**src/rtl/mips_ctrl_pkg.sv**
```systemverilog
// Shared constants and types for the MIPS pipeline hazard/forwarding controller.
package mips_ctrl_pkg;

    localparam logic [5:0] OP_RTYPE = 6'd0;
    localparam logic [5:0] OP_J     = 6'd2;
    localparam logic [5:0] OP_BEQ   = 6'd4;
    localparam logic [5:0] OP_LW    = 6'd35;
    localparam logic [5:0] OP_SW    = 6'd43;

    localparam logic [1:0] PC_PLUS4  = 2'b00;
    localparam logic [1:0] PC_BRANCH = 2'b01;
    localparam logic [1:0] PC_JUMP   = 2'b10;

    localparam logic [1:0] FWD_RF  = 2'b00;
    localparam logic [1:0] FWD_WB  = 2'b01;
    localparam logic [1:0] FWD_MEM = 2'b10;

    typedef enum logic {
        INIT = 1'b0,
        RUN  = 1'b1
    } ctrl_state_t;

    // Only these opcodes read rt as a source; elsewhere rt is a destination or unused.
    function automatic logic uses_rt(input logic [5:0] op);
        return (op == OP_RTYPE) || (op == OP_BEQ) || (op == OP_SW);
    endfunction

    function automatic logic reg_match(input logic we, input logic [4:0] dst,
                                       input logic [4:0] src);
        return we && (dst != 5'd0) && (dst == src);
    endfunction

endpackage

```
**src/rtl/pipeline_hazard_ctrl_fwd_select.sv**
```systemverilog
// Single-operand forwarding selector; EX/MEM result wins over the WB value.
module fwd_select
    import mips_ctrl_pkg::*;
(
    input  logic [4:0] src,
    input  logic       mem_reg_write,
    input  logic [4:0] mem_rd,
    input  logic       wb_reg_write,
    input  logic [4:0] wb_rd,
    output logic [1:0] sel
);

    always_comb begin
        sel = FWD_RF;
        if (reg_match(mem_reg_write, mem_rd, src)) begin
            sel = FWD_MEM;
        end else if (reg_match(wb_reg_write, wb_rd, src)) begin
            sel = FWD_WB;
        end
    end

endmodule

```
**src/rtl/pipeline_hazard_ctrl.sv**
```systemverilog
// Hazard detection, forwarding and PC sequencing for the 5-stage MIPS pipeline,
// with saturating stall/flush statistics and a sticky stall-limit error flag.
module pipeline_hazard_ctrl
    import mips_ctrl_pkg::*;
#(
    parameter int INIT_CYCLES = 3,
    parameter int CNT_W       = 16,
    parameter int MAX_STALL   = 3
) (
    input  logic             clk,
    input  logic             reset,
    input  logic [31:0]      id_inst,
    input  logic             eq_flag,
    input  logic             ex_mem_read,
    input  logic             ex_reg_write,
    input  logic [4:0]       ex_dest,
    input  logic [4:0]       ex_rs,
    input  logic [4:0]       ex_rt,
    input  logic             mem_mem_read,
    input  logic             mem_reg_write,
    input  logic [4:0]       mem_rd,
    input  logic             wb_reg_write,
    input  logic [4:0]       wb_rd,
    output logic             pc_write,
    output logic             ifid_write,
    output logic             if_flush,
    output logic [1:0]       pc_src,
    output logic [1:0]       fwd_a,
    output logic [1:0]       fwd_b,
    output logic             bubble,
    output logic [CNT_W-1:0] stall_cnt,
    output logic [CNT_W-1:0] flush_cnt,
    output logic             hazard_err
);

    localparam int INIT_W = (INIT_CYCLES < 2) ? 1 : $clog2(INIT_CYCLES);
    localparam int RUN_W  = (MAX_STALL < 1) ? 1 : $clog2(MAX_STALL + 1);

    ctrl_state_t       state;
    logic [INIT_W-1:0] init_cnt;
    logic [RUN_W-1:0]  stall_run;

    logic [5:0] op;
    logic [4:0] rs;
    logic [4:0] rt;
    logic       run;
    logic       lu_hazard;
    logic       br_hazard;
    logic       stall;
    logic [1:0] fwd_a_raw;
    logic [1:0] fwd_b_raw;
    logic       unused_bits;

    assign op  = id_inst[31:26];
    assign rs  = id_inst[25:21];
    assign rt  = id_inst[20:16];
    assign run = (state == RUN);

    // The load's memory-read flag in MEM and the immediate field play no part here.
    assign unused_bits = ^{mem_mem_read, id_inst[15:0]};

    // A load in EX cannot forward to the instruction now in ID; a beq compares in ID
    // without forwarding, so any pending EX or MEM write to its operands must drain.
    always_comb begin
        lu_hazard = ex_mem_read && (reg_match(1'b1, ex_dest, rs) ||
                                    (uses_rt(op) && reg_match(1'b1, ex_dest, rt)));
        br_hazard = (op == OP_BEQ) &&
                    (reg_match(ex_reg_write, ex_dest, rs) ||
                     reg_match(ex_reg_write, ex_dest, rt) ||
                     reg_match(mem_reg_write, mem_rd, rs) ||
                     reg_match(mem_reg_write, mem_rd, rt));
        stall     = run && (lu_hazard || br_hazard);
    end

    // Outputs default to the quiet pipeline used during reset and INIT.
    always_comb begin
        pc_write   = 1'b0;
        ifid_write = 1'b0;
        if_flush   = 1'b1;
        bubble     = 1'b1;
        pc_src     = PC_PLUS4;
        if (run) begin
            if (stall) begin
                if_flush = 1'b0;
            end else if (op == OP_J) begin
                pc_write   = 1'b1;
                ifid_write = 1'b1;
                bubble     = 1'b0;
                pc_src     = PC_JUMP;
            end else if ((op == OP_BEQ) && eq_flag) begin
                pc_write   = 1'b1;
                ifid_write = 1'b1;
                bubble     = 1'b0;
                pc_src     = PC_BRANCH;
            end else begin
                pc_write   = 1'b1;
                ifid_write = 1'b1;
                bubble     = 1'b0;
                if_flush   = 1'b0;
            end
        end
    end

    fwd_select u_fwd_a (
        .src           (ex_rs),
        .mem_reg_write (mem_reg_write),
        .mem_rd        (mem_rd),
        .wb_reg_write  (wb_reg_write),
        .wb_rd         (wb_rd),
        .sel           (fwd_a_raw)
    );

    fwd_select u_fwd_b (
        .src           (ex_rt),
        .mem_reg_write (mem_reg_write),
        .mem_rd        (mem_rd),
        .wb_reg_write  (wb_reg_write),
        .wb_rd         (wb_rd),
        .sel           (fwd_b_raw)
    );

    assign fwd_a = run ? fwd_a_raw : FWD_RF;
    assign fwd_b = run ? fwd_b_raw : FWD_RF;

    // INIT holds the pipeline flushed for INIT_CYCLES edges; RUN keeps the statistics
    // and the consecutive-stall run that arms the sticky error flag.
    always_ff @(posedge clk or negedge reset) begin
        if (!reset) begin
            state      <= INIT;
            init_cnt   <= INIT_W'(INIT_CYCLES - 1);
            stall_run  <= '0;
            stall_cnt  <= '0;
            flush_cnt  <= '0;
            hazard_err <= 1'b0;
        end else begin
            case (state)
                INIT: begin
                    if (init_cnt == '0) begin
                        state <= RUN;
                    end else begin
                        init_cnt <= init_cnt - INIT_W'(1);
                    end
                end
                RUN: begin
                    if (stall) begin
                        if (stall_cnt != {CNT_W{1'b1}}) begin
                            stall_cnt <= stall_cnt + CNT_W'(1);
                        end
                        if (stall_run == RUN_W'(MAX_STALL)) begin
                            hazard_err <= 1'b1;
                        end else begin
                            stall_run <= stall_run + RUN_W'(1);
                        end
                    end else begin
                        stall_run <= '0;
                    end
                    if (if_flush && (flush_cnt != {CNT_W{1'b1}})) begin
                        flush_cnt <= flush_cnt + CNT_W'(1);
                    end
                end
            endcase
        end
    end

endmodule

```
**config.mk**
```make
export PLATFORM = sky130hd
export DESIGN_NAME = pipeline_hazard_ctrl
export DESIGN_NICKNAME = d
export VERILOG_FILES = /design/src/rtl/mips_ctrl_pkg.sv /design/src/rtl/pipeline_hazard_ctrl_fwd_select.sv /design/src/rtl/pipeline_hazard_ctrl.sv
export SDC_FILE = /design/constraint.sdc
export NUM_CORES = 1
export LEC_CHECK = 0
export CAP_MARGIN = 20
export CORE_ASPECT_RATIO = 1.5
export CORE_MARGIN = 2
export CORE_UTILIZATION = 43
export DETAILED_ROUTE_END_ITERATION = 6
export PLACE_DENSITY = 0.8
export SETUP_SLACK_MARGIN = 0.05
export SLEW_MARGIN = 10
export SYNTH_ARGS = -nofsm -noshare
export SYNTH_HDL_FRONTEND = slang
export SYNTH_SLANG_ARGS = --single-unit
```
**constraint.sdc**
```tcl
create_clock -name clk -period 3.7 [get_ports clk]
set_input_delay 0.925 -clock clk [delete_from_list [all_inputs] [get_ports clk]]
set_output_delay 0.925 -clock clk [all_outputs]
set_load 0.05 [all_outputs]
```
Word-level counts from Yosys, hierarchy flattened
Cells that the tools add are included.
Widths: inputs -> output; s select.
Storage, ports and cells
  register bits after elaboration: 38
  logic and storage cells: 85
  output and inout port bits: 43
Cells by class
  mux-type cells: 22
  $add $sub $neg: 4
  reductions and logical operators: 36
  equal/unequal tests: 15
  bitwise gates (word level): 2
Operator list (number)
  $eq 5x5->1: 8
  $add 16x1->16 const B: 2
  $ne 16x16->1 const B: 2
  $logic_and 1x1->1: 19
  $mux 2: 9
  $reduce_bool 5->1: 3
  $mux 1: 13
  $logic_or 1x1->1: 7
  $eq 6x2->1 const B: 1
  $eq 6x3->1 const B: 1
  $eq 6x6->1 const B: 1
  $logic_not 6->1: 1
  $reduce_and 2->1: 3
  $reduce_and 3->1: 2
  $add 2x1->2 const B: 1
  $eq 2x2->1 const B: 1
  $logic_not 2->1: 1
  $ne 2x2->1 const B: 1
  $not 1->1: 2
  $sub 2x1->2 const B: 1

Longest topological paths before layout
  depth after elaboration: 13
  gate-level depth with buffers: 9

Modules after synthesis
From an unflattened synthesis, not the netlist that was laid out.
Unflattened totals
  cell total of the unflattened synthesis: 265
  area total of the unflattened synthesis: 2523.7 um2
Modules (own cells, without submodules)
  pipeline_hazard_ctrl: cells an instance 225, times used 1, area each 2220.9 um2, seq. area each 952.2 um2
  fwd_select: cells an instance 20, times used 2, area each 151.4 um2, seq. area each 0.0 um2

Worst setup path after synthesis
No wires, ideal clock.
  kind: input port to output port
  start point: input port mem_rd[0]
  end point: output port pc_src[0]
  arrival time: 3.664 ns
  stages: 8
  setup slack: -0.889 ns
  path buffers: 1
  path through: clkbuf_1 or4_1 o21ai_1 a211oi_2 nor2_4 and2_1 inv_1 nor2_1
On the way
  longest elaborated chain between the ends: 10
RTL lines
  start, declared: RTL line pipeline_hazard_ctrl.sv:21  | input logic [4:0] mem_rd,
  $reduce_bool 5->1: RTL line mips_ctrl_pkg.sv:30  | return we && (dst != 5'd0) && (dst == src);
  $logic_and 1x1->1 (2 in series): RTL line mips_ctrl_pkg.sv:30
  $logic_or 1x1->1: RTL line pipeline_hazard_ctrl.sv:69  | reg_match(ex_reg_write, ex_dest, rt) ||
  $logic_or 1x1->1 (*): RTL line pipeline_hazard_ctrl.sv:70  | reg_match(mem_reg_write, mem_rd, rs) ||
  $logic_and 1x1->1 (*): RTL line pipeline_hazard_ctrl.sv:67  | br_hazard = (op == OP_BEQ) &&
  $logic_or 1x1->1 (*): RTL line pipeline_hazard_ctrl.sv:72  | stall = run && (lu_hazard || br_hazard);
  $logic_and 1x1->1 (*): RTL line pipeline_hazard_ctrl.sv:72
  $mux 2 (*): RTL line pipeline_hazard_ctrl.sv:83  | if (stall) begin
  $mux 2 (*): RTL line pipeline_hazard_ctrl.sv:82  | if (run) begin
  end, declared: RTL line pipeline_hazard_ctrl.sv:27  | output logic [1:0] pc_src,
Every way passes the cells marked *; elsewhere a longest branch is shown, timed or not.

Final worst setup path
  start point: input port id_inst[30]
  end point: output port pc_src[1]
On the way
  longest elaborated chain between the ends: 10
RTL lines
  start, declared: RTL line pipeline_hazard_ctrl.sv:12  | input logic [31:0] id_inst,
  $eq 6x3->1 or $logic_not 6->1 (tied branches): RTL line mips_ctrl_pkg.sv:25, pipeline_hazard_ctrl.sv:67
  $logic_or 1x1->1 (2 in series): RTL line mips_ctrl_pkg.sv:25  | return (op == OP_RTYPE) || (op == OP_BEQ) || (op == OP_SW);
  $logic_and 1x1->1: RTL line pipeline_hazard_ctrl.sv:66  | (uses_rt(op) && reg_match(1'b1, ex_dest, rt)));
  $logic_or 1x1->1: RTL line pipeline_hazard_ctrl.sv:65  | lu_hazard = ex_mem_read && (reg_match(1'b1, ex_dest, rs) ||
  $logic_and 1x1->1: RTL line pipeline_hazard_ctrl.sv:65
  $logic_or 1x1->1: RTL line pipeline_hazard_ctrl.sv:72
  $logic_and 1x1->1: RTL line pipeline_hazard_ctrl.sv:72
  $mux 2 (*): RTL line pipeline_hazard_ctrl.sv:83
  $mux 2 (*): RTL line pipeline_hazard_ctrl.sv:82
Marks and branches as above.

==> flow_summary.yaml <==
pwr:
  peakVddDrop_uv: 145
  leakagePower_uw: 0.00179
  clockPowerShare_pct: 25.4
  swShare_pct: 31.7
  powerDensity_nw_per_um2: 268
  p_sw_uw: 340
  internal_power_uw: 732
  p_comb_share_pct: 31.1
  pwr-share-seq_pct: 43.6
cts:
  clockRootBuffer: "clkbuf_8"
  clk_pin_slew_ns: 0.07
  htreeDepth: 2
  clockBufferDepth: 2
  cts_buffers: 5
  insertion_delay_ns: 0.28
  clkSinkCount: 38
  cts_tree: "yes"
  hold_buffers: 0
place:
  dp_hpwl_um: 5140
  place_area_um2: 3840
  gp_congestion: 0.832
  place_ws_ns: -0.337
  port_buffers: 90
synthesis:
  synthesis.area_um2: 2530
  synth_top_area_cell: "dfrtp_1"
  postSynthCellCount: 259
  syn-mean-instance-area_um2: 9.79
  postSynth.asyncResetShare_pct: 100
  synth-edff-count: 0
  yosysTopAreaCellShare_pct: 36.5
  yosysWarningCount: 0
  synth.distinct_cells: 44
  synthTopCellsByArea: "dfrtp_1 37%, xor2_1 13%, xnor2_1 11%"
  synth-main-ff-cell: "dfrtp_1"
  ys_seq_elements: 38
  ys_seq_area_share_pct: 37.6
  syn_nets: 328
global_route:
  gr-total-overflow: 0
  grt_pass1_vias: 2568
  grt_start_max_net_pins: 39
  antenna_found_initial: 0
  grt.total_usage_pct: 21.2
  grt_pass1_wl_um: 11000
timing:
  drv_slew: 0
  rsz0062_at_grt: "yes"
  hold_violations: 0
  slew_headroom_pct: 44.4
  fin_crit_ns: 3.61
  setup_violations: 0
  worst_slack_ns: 0.0884
  tightest_slew_ns: 0.833
  fmax_ghz: 0.277
  fin_skew_ns: 0.00943
  fin_crit_sh_pct: 97.6
  tns_ns: 0
run_status:
  status: "finished clean"
route:
  wl_met2_um: 3570
  top_layer: "met4"
  firstDrtPassIters: 4
  drt-initial-drc-count: 81
  wire_per_inst_um: 14.4
  viasPerCell: 5.25
  wl_um: 6480
  route.detailed.drc: 0
  dr_wl_met3_um: 379
  drt-met1-wl_um: 2330
  ant_nets: 0
  num_vias: 2359
die:
  dieArea_um2: 6540
  fp.coreArea_um2: 5740
  boundaryPins: 108
  rows: 34
  chipWidth_um: 66.7
  start_util_pct: 44.1
  die_y_um: 98.0
layout:
  diodes: 0
  seq_area_um2: 952
  mostFrequentLayoutCells: "54 x clkdlybuf4s50_1, 38 x xor2_1, 37 x dfrtp_1"
  utilization_pct: 69.6
  final_common_cell: "clkdlybuf4s50_1"
  final_nets: 447
  fillers: 452
  multi_input_area_um2: 1620
  synthToLayoutAreaGrowth_pct: 57.7
  drive_gt1_share_pct: 24.4
  final_area_um2: 4000
critical_path:
  critPathKind: "in -> out"
  required_ns: 2.77
  crit_path_start_kind: "input pin"
  cp.arrival_ns: 2.69
  cp_max_fo: 3
  worstSetupEndpointType: "output port"
min_path:
  holdCritPathClass: "reg -> reg"
job:
  drv_cap: 0
[flip-flops by register name, summed over array words and instances, names as in the netlist]
name and flops:
flush_cnt 16, stall_cnt 16, init_cnt 2, stall_run 2, hazard_err 1, run 1
[layout make-up]
class | count | area share [%]
clock buffers | 6 | 2.07
inverters | 6 | 0.657
multi-input cells | 201 | 40.5
flip-flops and latches | 38 | 23.8
well taps | 72 | 2.25
repair buffers | 126 | 30.7
[through the flow]
step                      total power (uW)  std cells  hold WS [ns]
after detailed placement               806        438         0.479
after floorplan                        646        259         0.446
after CTS                             1080        448         0.491
after global placement                 800        438         0.459
after global routing                  1120        449         0.503
final                                 1070        449         0.484
[critical path, stage by stage]
cell and delay, ns:
clkdlybuf4s50_1 0.45, or4_4 0.57, a21oi_4 0.22, nor2_4 0.04
and2_4 0.18, and3_4 0.16, buf_12 0.14
[worst paths after layout]
path / cells past startpoint / slack [ns] / startpoint / end
min: 2 / 0.48 / init_cnt[1] / init_cnt[1]
min reg2reg: 2 / 0.48 / init_cnt[1] / init_cnt[1]
min in group asynchronous: 1 / 0.74 / reset / stall_cnt[14]
max: 7 / 0.09 / id_inst[30] / pc_src[1]
max in group asynchronous: 1 / 2.43 / reset / flush_cnt[13]
max reg2reg: 8 / 1.44 / flush_cnt[7] / flush_cnt[14]
[power by group through the flow]
stage | Clock (uW) | Sequential (uW) | Combinational, uW
CTS | 283 | 467 | 334
global placement | 0 | 474 | 326
detailed placement | 0 | 475 | 332
global route | 295 | 471 | 357
floorplan | 0 | 549 | 96.9
finish | 272 | 467 | 333
[cells in the mapped netlist, drive strengths merged, types with 7 or more instances]
cell,count
xor2,38
dfrtp,37
xnor2,31
and3,17
nand2,17
nand3,14
nand4,13
nor4,11
nor3,10
buf,9
and2,7
[cell families (layout without fill, tap and decap cells)]
logic type | count (synthesis) | in the layout | share of synthesized area (%)
adder cells (fa/ha/maj) | 4 | 4 | 1.97
buffers and inverters | 20 | 138 | 3.70
AND/OR/NAND/NOR | 110 | 110 | 26.8
flip-flops | 38 | 38 | 37.6
multiplexers | 5 | 5 | 2.22
AO/OA/AOI/OAI | 13 | 13 | 3.90
XOR/XNOR | 69 | 69 | 23.8
[layer usage]
metal / global-route usage (%) / vias to the layer above
met5: 0 / -
li1: - / 1135
met3: 4.61 / 16
met2: 38.6 / 97
met1: 22.7 / 1111
met4: 9.11 / 0
[timing repair]
item	in CTS	in global routing
resized for setup	32	23
pin swaps	11	13
setup buffers	4	1
setup endpoints to repair	10	8
No activity file was read; power rests on OpenSTA's default activity.
